[config.mk]
export PLATFORM = sky130hd
export DESIGN_NAME = hazard_control_unit
export DESIGN_NICKNAME = d
export VERILOG_FILES = /design/src/rtl/hazard_pkg.sv /design/src/rtl/hazard_down_counter.sv /design/src/rtl/hazard_control_unit.sv
export SDC_FILE = /design/constraint.sdc
export NUM_CORES = 1
export LEC_CHECK = 0
export ABC_AREA = 1
export BUFFER_PORTS_ARGS = -buffer_cell sky130_fd_sc_hd__buf_2
export CORE_ASPECT_RATIO = 0.7
export CORE_MARGIN = 3
export CORE_UTILIZATION = 50
export DETAILED_ROUTE_END_ITERATION = 12
export PLACE_DENSITY = 0.82
export SYNTH_ARGS = -nofsm -noshare
export SYNTH_HDL_FRONTEND = slang
export SYNTH_SLANG_ARGS = --single-unit
[constraint.sdc]
create_clock -name clk -period 5.25 [get_ports clk]
set_input_delay 0.2625 -clock clk [delete_from_list [all_inputs] [get_ports clk]]
set_output_delay 0.2625 -clock clk [all_outputs]
set_load 0.02 [all_outputs]
[src/rtl/hazard_pkg.sv]
// Shared constants for the ID/EX hazard control unit.
package hazard_pkg;
  localparam int unsigned DEF_REG_ADDR_W    = 5;
  localparam int unsigned ZERO_REG          = 0;
  localparam int unsigned DEF_LOAD_LATENCY  = 1;
  localparam int unsigned DEF_MULDIV_CYCLES = 32;
  localparam int unsigned DEF_CNT_W         = 32;
  localparam int unsigned LOAD_CNT_W        = 3;
  localparam int unsigned MULDIV_CNT_W      = 6;
endpackage

[src/rtl/hazard_down_counter.sv]
// Loadable down-counter that stops at zero and flags when it is nonzero.
module hazard_down_counter #(
  parameter int unsigned W = 3
) (
  input  logic         clk,
  input  logic         reset,
  input  logic         i_load_en,
  input  logic [W-1:0] i_load_val,
  output logic         o_nonzero
);

  logic [W-1:0] r_count;

  always_ff @(posedge clk or posedge reset) begin
    if (reset) begin
      r_count <= '0;
    end else if (i_load_en) begin
      r_count <= i_load_val;
    end else if (r_count != '0) begin
      r_count <= r_count - W'(1);
    end
  end

  assign o_nonzero = (r_count != '0);

endmodule

[src/rtl/hazard_control_unit.sv]
// ID/EX hazard control: multi-cycle load-use stalls, HI/LO scoreboard,
// fetch flush on redirect and saturating stall/flush performance counters.
module hazard_control_unit
  import hazard_pkg::*;
#(
  parameter int unsigned REG_ADDR_W    = DEF_REG_ADDR_W,
  parameter int unsigned LOAD_LATENCY  = DEF_LOAD_LATENCY,
  parameter int unsigned MULDIV_CYCLES = DEF_MULDIV_CYCLES,
  parameter int unsigned DELAY_SLOT    = 0,
  parameter int unsigned CNT_W         = DEF_CNT_W
) (
  input  logic                  clk,
  input  logic                  reset,
  input  logic                  id_ex_mem_read,
  input  logic [REG_ADDR_W-1:0] id_ex_destination_reg,
  input  logic [REG_ADDR_W-1:0] if_id_rs,
  input  logic [REG_ADDR_W-1:0] if_id_rt,
  input  logic                  if_id_uses_rs,
  input  logic                  if_id_uses_rt,
  input  logic                  if_id_hilo_access,
  input  logic                  ex_muldiv_start,
  input  logic                  branch_taken,
  input  logic                  jump,
  input  logic                  perf_clear,
  output logic                  pc_write,
  output logic                  if_id_write,
  output logic                  id_ex_bubble,
  output logic                  if_flush,
  output logic                  muldiv_busy,
  output logic [CNT_W-1:0]      stall_cycles,
  output logic [CNT_W-1:0]      flush_count
);

  localparam logic FLUSH_EN = (DELAY_SLOT == 0);

  logic             w_lu_hit;
  logic             w_load_start;
  logic             w_load_nz;
  logic             w_muldiv_nz;
  logic             w_stall;
  logic             w_flush;
  logic [CNT_W-1:0] r_stall_cycles;
  logic [CNT_W-1:0] r_flush_count;

  assign w_lu_hit = id_ex_mem_read
                  & (id_ex_destination_reg != REG_ADDR_W'(ZERO_REG))
                  & ((if_id_uses_rs & (id_ex_destination_reg == if_id_rs))
                   | (if_id_uses_rt & (id_ex_destination_reg == if_id_rt)));

  // The hit cycle itself is the first stall cycle, so the counter covers the rest.
  assign w_load_start = w_lu_hit & ~w_load_nz;

  hazard_down_counter #(.W(LOAD_CNT_W)) u_load_cnt (
    .clk        (clk),
    .reset      (reset),
    .i_load_en  (w_load_start),
    .i_load_val (LOAD_CNT_W'(LOAD_LATENCY - 1)),
    .o_nonzero  (w_load_nz)
  );

  hazard_down_counter #(.W(MULDIV_CNT_W)) u_muldiv_cnt (
    .clk        (clk),
    .reset      (reset),
    .i_load_en  (ex_muldiv_start),
    .i_load_val (MULDIV_CNT_W'(MULDIV_CYCLES)),
    .o_nonzero  (w_muldiv_nz)
  );

  assign w_stall = ~reset & (w_lu_hit | w_load_nz | (if_id_hilo_access & w_muldiv_nz));
  assign w_flush = FLUSH_EN & ~reset & (branch_taken | jump) & ~w_stall;

  assign pc_write     = ~w_stall;
  assign if_id_write  = ~w_stall;
  assign id_ex_bubble = w_stall;
  assign if_flush     = w_flush;
  assign muldiv_busy  = w_muldiv_nz;

  // Saturating event counters; clear wins over increment.
  always_ff @(posedge clk or posedge reset) begin
    if (reset) begin
      r_stall_cycles <= '0;
      r_flush_count  <= '0;
    end else if (perf_clear) begin
      r_stall_cycles <= '0;
      r_flush_count  <= '0;
    end else begin
      if (w_stall && (r_stall_cycles != '1)) begin
        r_stall_cycles <= r_stall_cycles + CNT_W'(1);
      end
      if (w_flush && (r_flush_count != '1)) begin
        r_flush_count <= r_flush_count + CNT_W'(1);
      end
    end
  end

  assign stall_cycles = r_stall_cycles;
  assign flush_count  = r_flush_count;

endmodule

==> flow_summary.json, run 1 <==
{
  "rsz0062_at_grt": "false",
  "synth_compound_area_share_pct": 0.9806,
  "cp_max_fo": 32,
  "cellLeakagePower_uw": 0.003178,
  "maxSlewHeadroom_pct": 17.08,
  "layout_worst_path_cycle_share_pct": 48.67,
  "drv_cap": 0,
  "grt_max_degree": 75,
  "synthMuxAreaShare_pct": 0,
  "clock_path_buffers": 2,
  "yosys_warnings": 0,
  "start_util_pct": 52.59,
  "ir_drop_v": 0.0002313,
  "fin_area_sq_mm": 0.005986,
  "die_height_microns": 91.58,
  "drc": 0,
  "grt_pass1_wl_microns": 23470,
  "ctsHtreeMaxLevel": 3,
  "yosysTopAreaCellShare_pct": 34.92,
  "wl_met3_microns": 1524,
  "gp_congestion": 1.013,
  "power_uw": 1429,
  "synth_top_area_cell": "dfrtp_1",
  "tightest_slew_ps": 1242,
  "drive_gt1_share_pct": 16.14,
  "required_ps": 5520,
  "num_vias": 5253,
  "arrival_ps": 2820,
  "diodes": 0,
  "wl_met1_microns": 7148,
  "wl_met2_microns": 5364,
  "syn-num-nets": 803,
  "overflow": 0,
  "finalSetupViolCount": 0,
  "hold_class": "in -> reg",
  "max_freq_mhz": 391.3,
  "gr-usage-all-layers_pct": 24.78,
  "slew_viol_final": 0,
  "clkLatencyLatePin_ps": 340,
  "async_flop_share_pct": 100.0,
  "synth_edf_count": 0,
  "fin_nets": 882,
  "dp_hpwl_microns": 10460,
  "port_buffers": 93,
  "syn_avg_cell_area_sq_um": 6.776,
  "final.setup.tns_ps": 0,
  "status": "finished, final reports clean",
  "ios": 94,
  "pre_cts_slack_ps": 2760,
  "drtPass1Iterations": 5,
  "via_per_inst": 5.344,
  "path_class": "reg -> reg",
  "post_dp_cell_area_sq_mm": 0.005700,
  "synthTopCellsByArea": "dfrtp_1, nand2_1, nand3_1, xor2_1, nor2_1",
  "worst_slack_ps": 2695,
  "synth_xor_area_share_pct": 10.05,
  "yosysUniqueCellTypes": 31,
  "cts_tree": "built",
  "synth_top_family_by_area": "simple AND/OR/NAND/NOR gates",
  "netlist_instances": 772,
  "grt_pass1_vias": 4486,
  "area_growth_pct": 14.42,
  "core_sq_mm": 0.009947,
  "placedCellCount": 968,
  "cts-root-buf": "clkbuf_16",
  "die_x_microns": 128.3,
  "wl_per_cell_microns": 14.47,
  "cts_setup_buffers": 0,
  "antenna_found_initial": 0,
  "die_area_sq_mm": 0.01175,
  "ys_seq_elements": 73,
  "period_needed_ps": 2555,
  "synthAdderAreaFrac_pct": 1.435,
  "synth_ff_type": "dfrtp_1",
  "row_count": 30,
  "startpoint_type": "flop",
  "finalHoldViolations": 0,
  "routed.top_layer": "met4",
  "fin_skew_ps": 6.660,
  "synth-simple-area-share_pct": 43.43,
  "syn_area_sq_mm": 0.005231,
  "stdcell_count": 983,
  "cts.clk_slew.worst_paths_ps": 60,
  "postRouteAntennaNets": 0,
  "cts_resized": 0,
  "wl_microns": 14230,
  "cts_buffers": 9,
  "drt_iter0_drc": 534,
  "seq_area_frac_synth_pct": 34.92,
  "cts.sinks": 73,
  "power.density_mw_per_mm2": 238.8,
  "cp-end-kind": "flop",
  "ctsHoldBuffers": 0
}
## per-layer routing
metal / vias up / track usage [%]
met3: 23 / 6.290
met2: 252 / 31.33
li1: 2576 / -
met4: 0 / 5.477
met1: 2402 / 40.86
met5: - / 0
## layout make-up
cell class | instances | area (sq um)
multi-input cells | 590 | 2924
well taps | 128 | 160.2
clock inverters | 6 | 60.06
fillers | 969 | 3961
flip-flops and latches | 73 | 1827
repair buffers | 95 | 480.5
clock buffers | 9 | 225.2
inverters | 82 | 309.0
## flip-flops by register name, summed over array words and instances (netlist names)
name and count:
u_load_cnt.r_count 3, flush_count 32, stall_cycles 32, u_muldiv_cnt.r_count 6
## synthesized netlist by cell type (2+ instances only)
| master | number |
|---|---|
| xor2_1 | 42 |
| nand4_1 | 9 |
| o21ai_0 | 4 |
| clkinv_1 | 2 |
| dfrtp_1 | 73 |
| nor3b_1 | 7 |
| xnor2_1 | 18 |
| inv_1 | 75 |
| clkbuf_1 | 14 |
| o22ai_1 | 2 |
| ha_1 | 6 |
| buf_4 | 7 |
| nand3_2 | 2 |
| inv_2 | 5 |
| nor2_2 | 3 |
| nand3_1 | 113 |
| buf_6 | 6 |
| nor2_4 | 3 |
| nor2_1 | 97 |
| nand2_1 | 240 |
| nor3_2 | 2 |
| nor3_1 | 28 |
| nand2_2 | 6 |
## per-stage QoR
step | utilization [%] | hold WS (ps)
after floorplan | - | 336.0
after global placement | 57.31 | 463.8
after detailed placement | 57.31 | 469.9
after CTS | 60.18 | 113.5
after global routing | 60.18 | 129.2
final | 60.18 | 124.1
## critical path: stages, from the launching register on
cell     delay, ps
dfrtp_1        430
ha_1           270
nand2_2        100
nor2_4          60
nand2_2        140
nor2_4          60
nand2_2        100
inv_2           40
nor2_2         940
nand3_1        200
nand2_1        140
## cell usage in the layout (no fill, tap or decap)
cell,instances
nand3_4,1
a21oi_2,1
xor2_1,42
o22ai_1,2
nand3_2,2
o21ai_1,1
clkinvlp_4,2
xnor2_1,18
or2_2,1
nor2_4,3
inv_1,74
nand2_4,1
o21ai_0,4
buf_2,93
nand2_1,240
nor3b_1,7
inv_2,6
dfrtp_1,73
clkbuf_16,9
clkinv_1,1
nand3_1,113
nor3_2,2
nand2_2,6
nand4_1,9
nand4_4,1
buf_4,2
nor4_1,1
nor2_1,97
nor2_2,3
clkinv_2,4
nor3_1,28
bufinv_16,1
ha_1,6
a21oi_1,1
## logic make-up (layout without fill, tap and decap cells)
family	Yosys count	count (layout)
xor gates and xnor gates	60	60
DFF	73	73
and+or+nand+nor	515	515
buffers and inverters	109	192
adders and majority gates	6	6
AOI/OAI and AO/OA	9	9
## worst paths after layout
kind / start / end / slack, ps / cells past startpoint
worst max-delay path: flush_count[0] / flush_count[1] / 2690 / 10
max in group asynchronous: reset / flush_count[4] / 4360 / 3
worst min register to register: u_load_cnt.r_count[0] / u_load_cnt.r_count[0] / 510 / 1
worst min-delay path: ex_muldiv_start / u_muldiv_cnt.r_count[3] / 120 / 2
min in group asynchronous: reset / stall_cycles[20] / 250 / 3
worst max register to register: flush_count[0] / flush_count[1] / 2690 / 10
## power breakdown
part	leakage (uW)	total (uW)	internal (uW)	switching (uW)
Clock	0.000137	604	362	241
Combinational	0.00203	211	64.0	147
Sequential	0.00101	615	587	27.8
Power figures use the tool's default switching activity.
==> run 2: changes to the inputs <==
clock period = 2.4 ns   (was 5.25 ns; I/O delays follow)
==> flow_summary.json, run 2 (synthesis results as in run 1) <==
{
  "layout_worst_path_cycle_share_pct": 89.34,
  "max_freq_mhz": 466.4,
  "cts.clk_slew.worst_paths_ps": 60,
  "drive_gt1_share_pct": 16.99,
  "reg2reg_to": "stall_cycles[24]",
  "power_uw": 3322,
  "cts_setup_buffers": 0,
  "placedCellCount": 975,
  "area_growth_pct": 16.93,
  "r2r_setup_slack_ps": 260,
  "finalSetupViolCount": 0,
  "arrival_ps": 2370,
  "row_count": 30,
  "die_x_microns": 128.3,
  "die_height_microns": 91.58,
  "hold_class": "in -> reg",
  "drv_cap": 0,
  "clkLatencyLatePin_ps": 340,
  "multiInputGateArea_sq_mm": 0.002933,
  "cp_max_fo": 32,
  "cellLeakagePower_uw": 0.003236,
  "dp_hpwl_microns": 10800,
  "startpoint_type": "flop",
  "path_class": "reg -> reg",
  "drt_iter0_drc": 534,
  "clock_path_buffers": 2,
  "fin_nets": 891,
  "crit_start": "stall_cycles[1]",
  "cts_tree": "built",
  "required_ps": 2630,
  "rsz0062_at_grt": "false",
  "drtPass1Iterations": 5,
  "ctsHtreeMaxLevel": 3,
  "tightest_slew_ps": 789.3,
  "grt_max_degree": 63,
  "overflow": 0,
  "start_util_pct": 52.59,
  "critical_path.endpoint": "stall_cycles[24]",
  "gr-usage-all-layers_pct": 25.02,
  "ir_drop_v": 0.0003759,
  "worst_slack_ps": 255.8,
  "finalHoldViolations": 0,
  "period_needed_ps": 2144,
  "slew_viol_final": 0,
  "core_sq_mm": 0.009947,
  "fin_hold_ws_ps": 243.1,
  "cts_buffers": 9,
  "diodes": 0,
  "antenna_found_initial": 0,
  "final_cell_mix": "nand2_1, nand3_1, nor2_1",
  "cts-root-buf": "clkbuf_16",
  "drc": 0,
  "gp_congestion": 0.9823,
  "r2r-start": "stall_cycles[1]",
  "die_area_sq_mm": 0.01175,
  "via_per_inst": 5.339,
  "seq_area_sq_mm": 0.001828,
  "power.density_mw_per_mm2": 543.1,
  "final_common_cell": "nand2_1",
  "status": "finished, final reports clean",
  "grt_pass1_wl_microns": 23580,
  "final.setup.tns_ps": 0,
  "fin_skew_ps": 4.857,
  "wl_microns": 14650,
  "maxSlewHeadroom_pct": 47.38,
  "grt_pass1_vias": 4543,
  "stdcell_count": 993,
  "cts.sinks": 73,
  "r2r_cells": 10,
  "postRouteAntennaNets": 0,
  "num_vias": 5302,
  "cp-end-kind": "flop",
  "nFillCells": 945,
  "ios": 94,
  "port_buffers": 93,
  "wl_per_cell_microns": 14.75,
  "pre_cts_slack_ps": 211.2
}
[run 2: worst min-delay path by stage]
stage,from,to,slack [ps],depth (start not counted)
floorplan,ex_muldiv_start,u_muldiv_cnt.r_count[3],190,1
global placement,reset,u_muldiv_cnt.r_count[5],160,3
detailed placement,reset,u_muldiv_cnt.r_count[5],160,3
CTS,id_ex_mem_read,u_load_cnt.r_count[0],230,6
global route,id_ex_mem_read,u_load_cnt.r_count[0],280,6
finish,id_ex_mem_read,u_load_cnt.r_count[0],240,6
[run 2: what timing repair did]
action                                 in CTS  in global routing
setup endpoints to repair                   0                 32
resized for setup                           0                  3
endpoints found under the hold margin      12                  0
hold buffers                                2                  0
[run 2: critical path: stages (launching register included)]
cell and delay (ps):
dfrtp_1 470, ha_1 300, nand2_2 100, nor2_4 140, nand2_2 100, nor2_2 160, nand2_1 110, nand3_4 240
nand2_8 190, nand2_1 130, nand2_1 60
[run 2: per-stage QoR]
stage / cell area (sq um) / utilization, %
6_report: 6117 / 61.50
5_1_grt: 6117 / 61.50
4_1_cts: 6103 / 61.36
3_5_place_dp: 5756 / 57.86
3_3_place_gp: 5756 / 57.86
2_1_floorplan: 5235 / -
[run 2: layer usage]
metal / part of all wire, % / vias up / GRT usage, % / wire [microns]
met5: 0 / - / 0 / 0
met4: 1.0 / 0 / 4.859 / 151
met3: 12 / 17 / 6.055 / 1703
met2: 38 / 278 / 32.11 / 5615
met1: 49 / 2403 / 41.43 / 7176
li1: - / 2604 / - / -
[run 2: area by class of cell]
cell class	instances	area share [%]
inverters	82	5.093
well taps	128	2.618
repair buffers	104	9.102
clock buffers	9	3.682
multi-input cells	590	47.94
flip-flops and latches	73	29.88
clock inverters	7	1.677
[run 2: power breakdown]
group | switching, uW | internal [uW] | total (uW)
Combinational | 325 | 154 | 479
Sequential | 62.8 | 1280 | 1350
Clock | 574 | 922 | 1500
Total | 962 | 2360 | 3320
